## src/rtl/muldiv_unit_if.sv

```systemverilog
// Handshake and result bus between the EX stage and the multiply/divide sequencer.
// The EX stage drives through the master modport; the sequencer uses the slave modport.
interface muldiv_unit_if;
    logic        start;
    logic [5:0]  funct;
    logic [31:0] operand_1;
    logic [31:0] operand_2;
    logic        flush;
    logic        stall_req;
    logic        done;
    logic [31:0] hi;
    logic [31:0] lo;

    modport master (
        output start, funct, operand_1, operand_2, flush,
        input  stall_req, done, hi, lo
    );

    modport slave (
        input  start, funct, operand_1, operand_2, flush,
        output stall_req, done, hi, lo
    );
endinterface

```

## src/rtl/muldiv_unit.sv

```systemverilog
// Multi-cycle multiply/divide sequencer owning HI/LO: 32-step shift-add multiply, restoring divide.
// Define MULDIV_FAST_MUL_EN to replace the iterative multiply with a single-cycle combinational product.
module muldiv_unit (
    input  logic          clk,
    input  logic          rst,
    muldiv_unit_if.slave  bus
);

    localparam logic [5:0] FUNCT_MULT  = 6'b011000;
    localparam logic [5:0] FUNCT_MULTU = 6'b011001;
    localparam logic [5:0] FUNCT_DIV   = 6'b011010;
    localparam logic [5:0] FUNCT_DIVU  = 6'b011011;
    localparam logic [5:0] FUNCT_MTHI  = 6'b010001;
    localparam logic [5:0] FUNCT_MTLO  = 6'b010011;

    localparam logic [1:0] ST_IDLE = 2'd0;
`ifndef MULDIV_FAST_MUL_EN
    localparam logic [1:0] ST_MUL  = 2'd1;
`endif
    localparam logic [1:0] ST_DIV  = 2'd2;

    logic [1:0]  state;
    logic [5:0]  cnt;
    logic [63:0] acc;
    logic [31:0] op_b;
    logic        neg_q;
    logic        neg_r;
    logic [31:0] hi_q;
    logic [31:0] lo_q;
    logic        done_q;

    logic        is_mult;
    logic        is_div;
    logic        is_signed;
    logic        div_zero;
    logic        iter_op;
    logic        last;
    logic [31:0] abs_1;
    logic [31:0] abs_2;

    assign is_mult   = (bus.funct == FUNCT_MULT) || (bus.funct == FUNCT_MULTU);
    assign is_div    = (bus.funct == FUNCT_DIV)  || (bus.funct == FUNCT_DIVU);
    assign is_signed = (bus.funct == FUNCT_MULT) || (bus.funct == FUNCT_DIV);
    assign div_zero  = (bus.operand_2 == 32'd0);
    assign last      = (cnt == 6'd31);

    // 0x8000_0000 negates to itself, which read as unsigned is exactly its magnitude.
    assign abs_1 = (is_signed && bus.operand_1[31]) ? (~bus.operand_1 + 32'd1) : bus.operand_1;
    assign abs_2 = (is_signed && bus.operand_2[31]) ? (~bus.operand_2 + 32'd1) : bus.operand_2;

`ifdef MULDIV_FAST_MUL_EN
    logic [63:0] ext_1;
    logic [63:0] ext_2;
    logic [63:0] fast_prod;

    // Low 64 bits of the extended product are correct for both signed and unsigned.
    assign ext_1     = is_signed ? {{32{bus.operand_1[31]}}, bus.operand_1} : {32'd0, bus.operand_1};
    assign ext_2     = is_signed ? {{32{bus.operand_2[31]}}, bus.operand_2} : {32'd0, bus.operand_2};
    assign fast_prod = ext_1 * ext_2;
    assign iter_op   = is_div && !div_zero;
`else
    logic [31:0] op_a;
    logic [32:0] mul_sum;
    logic [63:0] mul_next;
    logic [63:0] prod_fix;

    // Adding into the upper half then shifting right is the same as adding a left-shifted multiplicand.
    assign mul_sum  = {1'b0, acc[63:32]} + (op_b[0] ? {1'b0, op_a} : 33'd0);
    assign mul_next = {mul_sum, acc[31:1]};
    assign prod_fix = neg_q ? (~mul_next + 64'd1) : mul_next;
    assign iter_op  = is_mult || (is_div && !div_zero);
`endif

    logic [33:0] div_diff;
    logic [63:0] div_next;
    logic [31:0] quot_fix;
    logic [31:0] rem_fix;

    // The shifted partial remainder needs 33 bits before the trial subtract.
    assign div_diff = {1'b0, acc[63:31]} - {2'b00, op_b};
    assign div_next = div_diff[33] ? {acc[62:0], 1'b0}
                                   : {div_diff[31:0], acc[30:0], 1'b1};
    assign quot_fix = neg_q ? (~div_next[31:0] + 32'd1)  : div_next[31:0];
    assign rem_fix  = neg_r ? (~div_next[63:32] + 32'd1) : div_next[63:32];

    assign bus.stall_req = !bus.flush &&
                           (((state == ST_IDLE) && bus.start && iter_op) ||
                            ((state != ST_IDLE) && !last));
    assign bus.done = done_q;
    assign bus.hi   = hi_q;
    assign bus.lo   = lo_q;

    // NOTE: all state below is registered with non-blocking assignments so every
    // right-hand side sees pre-edge values regardless of statement order.
    always_ff @(posedge clk) begin
        if (rst) begin
            state  <= ST_IDLE;
            cnt    <= 6'd0;
            acc    <= 64'd0;
            op_b   <= 32'd0;
`ifndef MULDIV_FAST_MUL_EN
            op_a   <= 32'd0;
`endif
            neg_q  <= 1'b0;
            neg_r  <= 1'b0;
            hi_q   <= 32'd0;
            lo_q   <= 32'd0;
            done_q <= 1'b0;
        end else begin
            done_q <= 1'b0;
            if (bus.flush) begin
                state <= ST_IDLE;
                cnt   <= 6'd0;
            end else if (state == ST_IDLE) begin
                if (bus.start) begin
                    if (is_mult) begin
`ifdef MULDIV_FAST_MUL_EN
                        {hi_q, lo_q} <= fast_prod;
                        done_q       <= 1'b1;
`else
                        op_a  <= abs_1;
                        op_b  <= abs_2;
                        acc   <= 64'd0;
                        neg_q <= is_signed & (bus.operand_1[31] ^ bus.operand_2[31]);
                        neg_r <= 1'b0;
                        cnt   <= 6'd0;
                        state <= ST_MUL;
`endif
                    end else if (is_div && div_zero) begin
                        hi_q   <= bus.operand_1;
                        lo_q   <= 32'hFFFF_FFFF;
                        done_q <= 1'b1;
                    end else if (is_div) begin
                        op_b  <= abs_2;
                        acc   <= {32'd0, abs_1};
                        neg_q <= is_signed & (bus.operand_1[31] ^ bus.operand_2[31]);
                        neg_r <= is_signed & bus.operand_1[31];
                        cnt   <= 6'd0;
                        state <= ST_DIV;
                    end else if (bus.funct == FUNCT_MTHI) begin
                        hi_q <= bus.operand_1;
                    end else if (bus.funct == FUNCT_MTLO) begin
                        lo_q <= bus.operand_1;
                    end
                end
`ifndef MULDIV_FAST_MUL_EN
            end else if (state == ST_MUL) begin
                acc  <= mul_next;
                op_b <= op_b >> 1;
                cnt  <= cnt + 6'd1;
                if (last) begin
                    {hi_q, lo_q} <= prod_fix;
                    done_q       <= 1'b1;
                    cnt          <= 6'd0;
                    state        <= ST_IDLE;
                end
`endif
            end else if (state == ST_DIV) begin
                acc <= div_next;
                cnt <= cnt + 6'd1;
                if (last) begin
                    hi_q   <= rem_fix;
                    lo_q   <= quot_fix;
                    done_q <= 1'b1;
                    cnt    <= 6'd0;
                    state  <= ST_IDLE;
                end
            end else begin
                state <= ST_IDLE;
            end
        end
    end

endmodule

```

## src/flat_wrapper.sv

```systemverilog
// flat-port wrapper written by rule: the top's interface ports become plain ports
module muldiv_unit_flat 
  (clk, rst, bus_start, bus_funct, bus_operand_1, bus_operand_2, bus_flush, bus_stall_req, bus_done, bus_hi, bus_lo);
  muldiv_unit_if bus_i ();
  input  logic clk;
  input  logic rst;
  input wire logic [$bits(bus_i.start)-1:0] bus_start;
  input wire logic [$bits(bus_i.funct)-1:0] bus_funct;
  input wire logic [$bits(bus_i.operand_1)-1:0] bus_operand_1;
  input wire logic [$bits(bus_i.operand_2)-1:0] bus_operand_2;
  input wire logic [$bits(bus_i.flush)-1:0] bus_flush;
  output wire logic [$bits(bus_i.stall_req)-1:0] bus_stall_req;
  output wire logic [$bits(bus_i.done)-1:0] bus_done;
  output wire logic [$bits(bus_i.hi)-1:0] bus_hi;
  output wire logic [$bits(bus_i.lo)-1:0] bus_lo;
  assign bus_i.start = bus_start;
  assign bus_i.funct = bus_funct;
  assign bus_i.operand_1 = bus_operand_1;
  assign bus_i.operand_2 = bus_operand_2;
  assign bus_i.flush = bus_flush;
  assign bus_stall_req = bus_i.stall_req;
  assign bus_done = bus_i.done;
  assign bus_hi = bus_i.hi;
  assign bus_lo = bus_i.lo;
  muldiv_unit u_core (.clk(clk), .rst(rst), .bus(bus_i));
endmodule
```

## config.mk

```make
export PLATFORM = sky130hd
export DESIGN_NAME = muldiv_unit_flat
export DESIGN_NICKNAME = d
export VERILOG_FILES = /design/src/rtl/muldiv_unit_if.sv /design/src/rtl/muldiv_unit.sv /design/src/flat_wrapper.sv
export SDC_FILE = /design/constraint.sdc
export NUM_CORES = 1
export LEC_CHECK = 0
export ABC_CLOCK_PERIOD_IN_PS = 13800
export CAP_MARGIN = 30
export CORE_ASPECT_RATIO = 1.2
export CORE_UTILIZATION = 50
export DETAILED_ROUTE_END_ITERATION = 10
export PLACE_DENSITY = 0.72
export SLEW_MARGIN = 20
export SYNTH_ARGS = -nofsm -noshare
export SYNTH_HDL_FRONTEND = slang
export SYNTH_SLANG_ARGS = --single-unit
```

## constraint.sdc

```tcl
create_clock -name clk -period 13.8 [get_ports clk]
set_input_delay 2.76 -clock clk [delete_from_list [all_inputs] [get_ports clk]]
set_output_delay 2.76 -clock clk [all_outputs]
set_load 0.01 [all_outputs]
```

==> results by group <==
Clock tree
  – CTS buffer count: 24
  – CTS tree: built
  – Clock transition at path regs: 0.06 ns
  – H-tree Lvls: 1
  – Clk Latency, worst-skew pair: 0.55 ns
  – CTS Sinks: 203
  – Setup repair bufs after CTS: 0
  – Root buf cell: clkbuf_16
  – PostCTS Resize Cnt: 0
  – Post-CTS Hold Buffers: 0
  – Max clock buf depth: 3

Timing
  – Setup TNS: 0 ns
  – Actual slew at the worst max-slew pin: 1.02 ns
  – Pins Over Slew Limit: 0
  – Layout Skew: 0.0179 ns
  – Unrepaired setup endpoints after global routing: no
  – Fin crit share: 65.4%
  – Min Hold Slack: 0.451 ns
  – Normalized max-slew margin: 32.0%
  – Fin crit period: 9.03 ns
  – Setup violations, final: 0
  – Final Hold Vio Count: 0
  – Fmax: 111 MHz

Synthesis
  – Syn Area/Cell: 7.10 sq um
  – Synth unique cells: 93
  – Synth Flop Type: dfxtp_1
  – Synth Register Bits: 203
  – Post-synthesis sequential area ratio: 21.8%
  – Share of the synthesized area in the top cell type: 21.8%
  – Ys async rst share: 0%
  – Top cells by area, synth: dfxtp_1, a21oi_1, nand2_1, xnor2_1, nor2_1
  – Post-synth EDFFs: 0
  – Mapped Nets: 2,774
  – Gate Count Post-Synth: 2,625
  – Syn. warnings: 0
  – Synth Cell Area: 18,600 sq um
  – Synth area leader: dfxtp_1

Die
  – DIE WIDTH: 178 um
  – Starting Density: 50.6%
  – Chip height: 214 um
  – IO Pins: 140
  – # rows: 77
  – Core area: 36,800 sq um
  – Die area: 38,100 sq um

Critical path
  – Worst Setup End Kind: output port
  – Kind of critical path: input pin to output port
  – Worst reg-to-reg path cell count: 21
  – Startpoint types: input pin
  – FF-to-FF setup slack: 7.21 ns
  – CP required: 11.04 ns
  – Reg-to-Reg Start: u_core.acc[33]$_SDFFE_PP0P_
  – Crit path launch: bus_operand_2[13]
  – WP data arrival: 6.27 ns
  – Capturing point of the worst reg2reg path: u_core.bus.hi[24]$_SDFFE_PP0P_
  – Max FO, Critical Path: 5

Cells and area
  – Layout cells sized above 1: 5.07%
  – Design area: 21,100 sq um
  – Area occupied by multi-input gates: 13,600 sq um
  – FF+latch area: 4070 sq um
  – Post-Layout Cell Count: 3,117
  – Area Growth Syn to Fin: 12.9%
  – Fin nets: 2,774
  – Layout fillers: 3,517

Power and ir drop
  – PD cells: 75.8 nW/um^2
  – Pleak: 7.81 nW
  – Max VDD drop: 0.0891 mV

Place
  – Routability cong.: 0.996
  – Hpwl dp: 52,400 um
  – Placed cell area: 20,100 sq um
  – Placed cells: 3,070
  – IO Port Bufs: 139

Hold path
  – Hold/Removal Path Class: register to register
  – Hold wc startpoint: u_core.bus.lo[7]$_SDFFE_PP0P_
  – Hold-critical path endpoint: u_core.bus.lo[7]$_SDFFE_PP0P_
  – Hold Path Depth: 2

Drt
  – Via Count: 20,400
  – DRT antenna net count: 0
  – Met3 wire len: 5750 um
  – Uppermost layer routed: met5
  – Wirelength per Cell: 22.3 um
  – Drt initial violations: 2,053
  – Initial DRT Pass Iterations: 7
  – Total wire length: 69,400 um
  – DRC viols: 0
  – Met2 wire length: 31,800 um
  – Metal-1 WL: 26,800 um
  – Drt via density: 6.55

GRT
  – Global route total overflow: 0
  – GRT Util Overall: 35.9%
  – Initial antenna violation count: 3
  – Number of global-route vias before repair: 19,300
  – Pin count of the biggest net entering global routing: 99
  – First-pass GRT wire length: 107,000 um

Outcome
  – Outcome: finished clean

Job
  – Max_cap viols: 0
==> routing by layer <==
layer / global-route usage [%] / vias up
li1: - / 9563
met1: 42.6 / 9567
met2: 59.5 / 1011
met3: 6.40 / 278
met4: 23.5 / 2
met5: 0 / -
==> Yosys cell counts, types with 8 or more instances <==
master / n
a311oi_1: 12
nand2b_1: 18
o31ai_1: 35
nand4_1: 30
o21a_1: 16
buf_1: 10
dfxtp_1: 203
nor3_1: 56
nand2_1: 309
ha_1: 73
mux2_2: 8
nor2b_1: 11
a31oi_1: 28
or4_1: 17
a21o_1: 20
xnor2_1: 129
a21oi_1: 258
o211ai_1: 37
o21ai_0: 164
o21ai_1: 8
nor2_1: 286
buf_2: 23
a221oi_1: 9
a211oi_1: 79
and3_1: 19
o221ai_1: 47
nand3_1: 38
xor2_1: 80
and2_1: 55
a22oi_1: 21
inv_1: 79
o41ai_1: 17
or3_1: 35
a211o_1: 12
clkbuf_1: 156
mux2i_1: 56
nor4_1: 20
o22ai_1: 14
or2_2: 21
==> flip-flops by register name (all words and copies together), names as in the netlist <==
| name | flops |
|---|---|
| u_core.bus.lo | 32 |
| u_core.state | 2 |
| u_core.neg_q | 1 |
| u_core.bus.hi | 32 |
| u_core.cnt | 6 |
| u_core.acc | 64 |
| u_core.neg_r | 1 |
| u_core.op_a | 32 |
| u_core.bus.done | 1 |
| u_core.op_b | 32 |
==> cell usage in the layout, fill, tap and decap left out, types with 18 or more instances in the layout <==
| cell | instances |
|---|---|
| xnor2_1 | 129 |
| o221ai_1 | 47 |
| nor3_1 | 55 |
| buf_4 | 20 |
| nand3_1 | 38 |
| nor4_1 | 20 |
| or3_1 | 35 |
| a21o_1 | 20 |
| nor2_1 | 285 |
| a22oi_1 | 21 |
| nand4_1 | 30 |
| clkdlybuf4s50_1 | 138 |
| dfxtp_1 | 202 |
| a211oi_1 | 79 |
| or2_2 | 22 |
| o31ai_1 | 35 |
| nand2b_1 | 18 |
| nand2_1 | 309 |
| o211ai_1 | 37 |
| o21ai_0 | 163 |
| ha_1 | 71 |
| mux2i_1 | 56 |
| clkbuf_16 | 25 |
| and3_1 | 19 |
| a31oi_1 | 28 |
| and2_1 | 55 |
| inv_1 | 79 |
| a21oi_1 | 258 |
| xor2_1 | 80 |
==> power breakdown <==
group	internal (W)	switching, W
Combinational	0.000102	0.000183
Clock	0.000441	0.000278
Sequential	0.000589	0.00000415
==> kinds of logic (layout without fill, tap and decap cells) <==
group,count (synthesis),in the layout,synth area share (%)
multiplexers,66,66,3.73
adder cells (fa/ha/maj),75,75,5.12
AND/OR/NAND/NOR,950,950,23.9
buffers and inverters,272,289,5.69
other,0,1,0
XOR/XNOR,209,209,9.82
AO/OA/AOI/OAI,850,850,30.0
flip-flops,203,203,21.8
==> how the worst max path moves through the flow <==
stage               endpoint  depth (start not counted)
3_3_place_gp   bus_stall_req                         10
4_1_cts        bus_stall_req                         10
6_report       bus_stall_req                         10
5_1_grt        bus_stall_req                         10
3_5_place_dp   bus_stall_req                         10
2_1_floorplan  bus_stall_req                          8
==> stage by stage <==
stage	total power, W	util (%)	worst slack (ns)
after detailed placement	0.000881	54.7	4.82
after global routing	0.00165	57.2	4.58
after global placement	0.000877	54.5	4.93
after CTS	0.00159	57.0	4.81
final	0.00160	57.2	4.77
after floorplan	0.000785	-	6.23
==> critical path, stage by stage <==
cell and delay (ns):
clkdlybuf4s50_1 0.48, or4_1 0.61, or4_1 0.62, nor4_1 0.50, and2_1 0.31, a21oi_1 0.11
nor2b_1 0.21, nor2_1 0.13, nor2_1 0.05, clkdlybuf4s50_1 0.49
==> area by class of cell <==
cell class	instances	share of cell area, %
multi-input combinational	2150	64.5
sequential	203	19.3
timing repair buffer	165	7.83
clock buffer	34	3.27
tap	474	2.82
inverter	81	1.44
clock inverter	9	0.838
antenna	1	0.0119
Power figures use the tool's default switching activity.
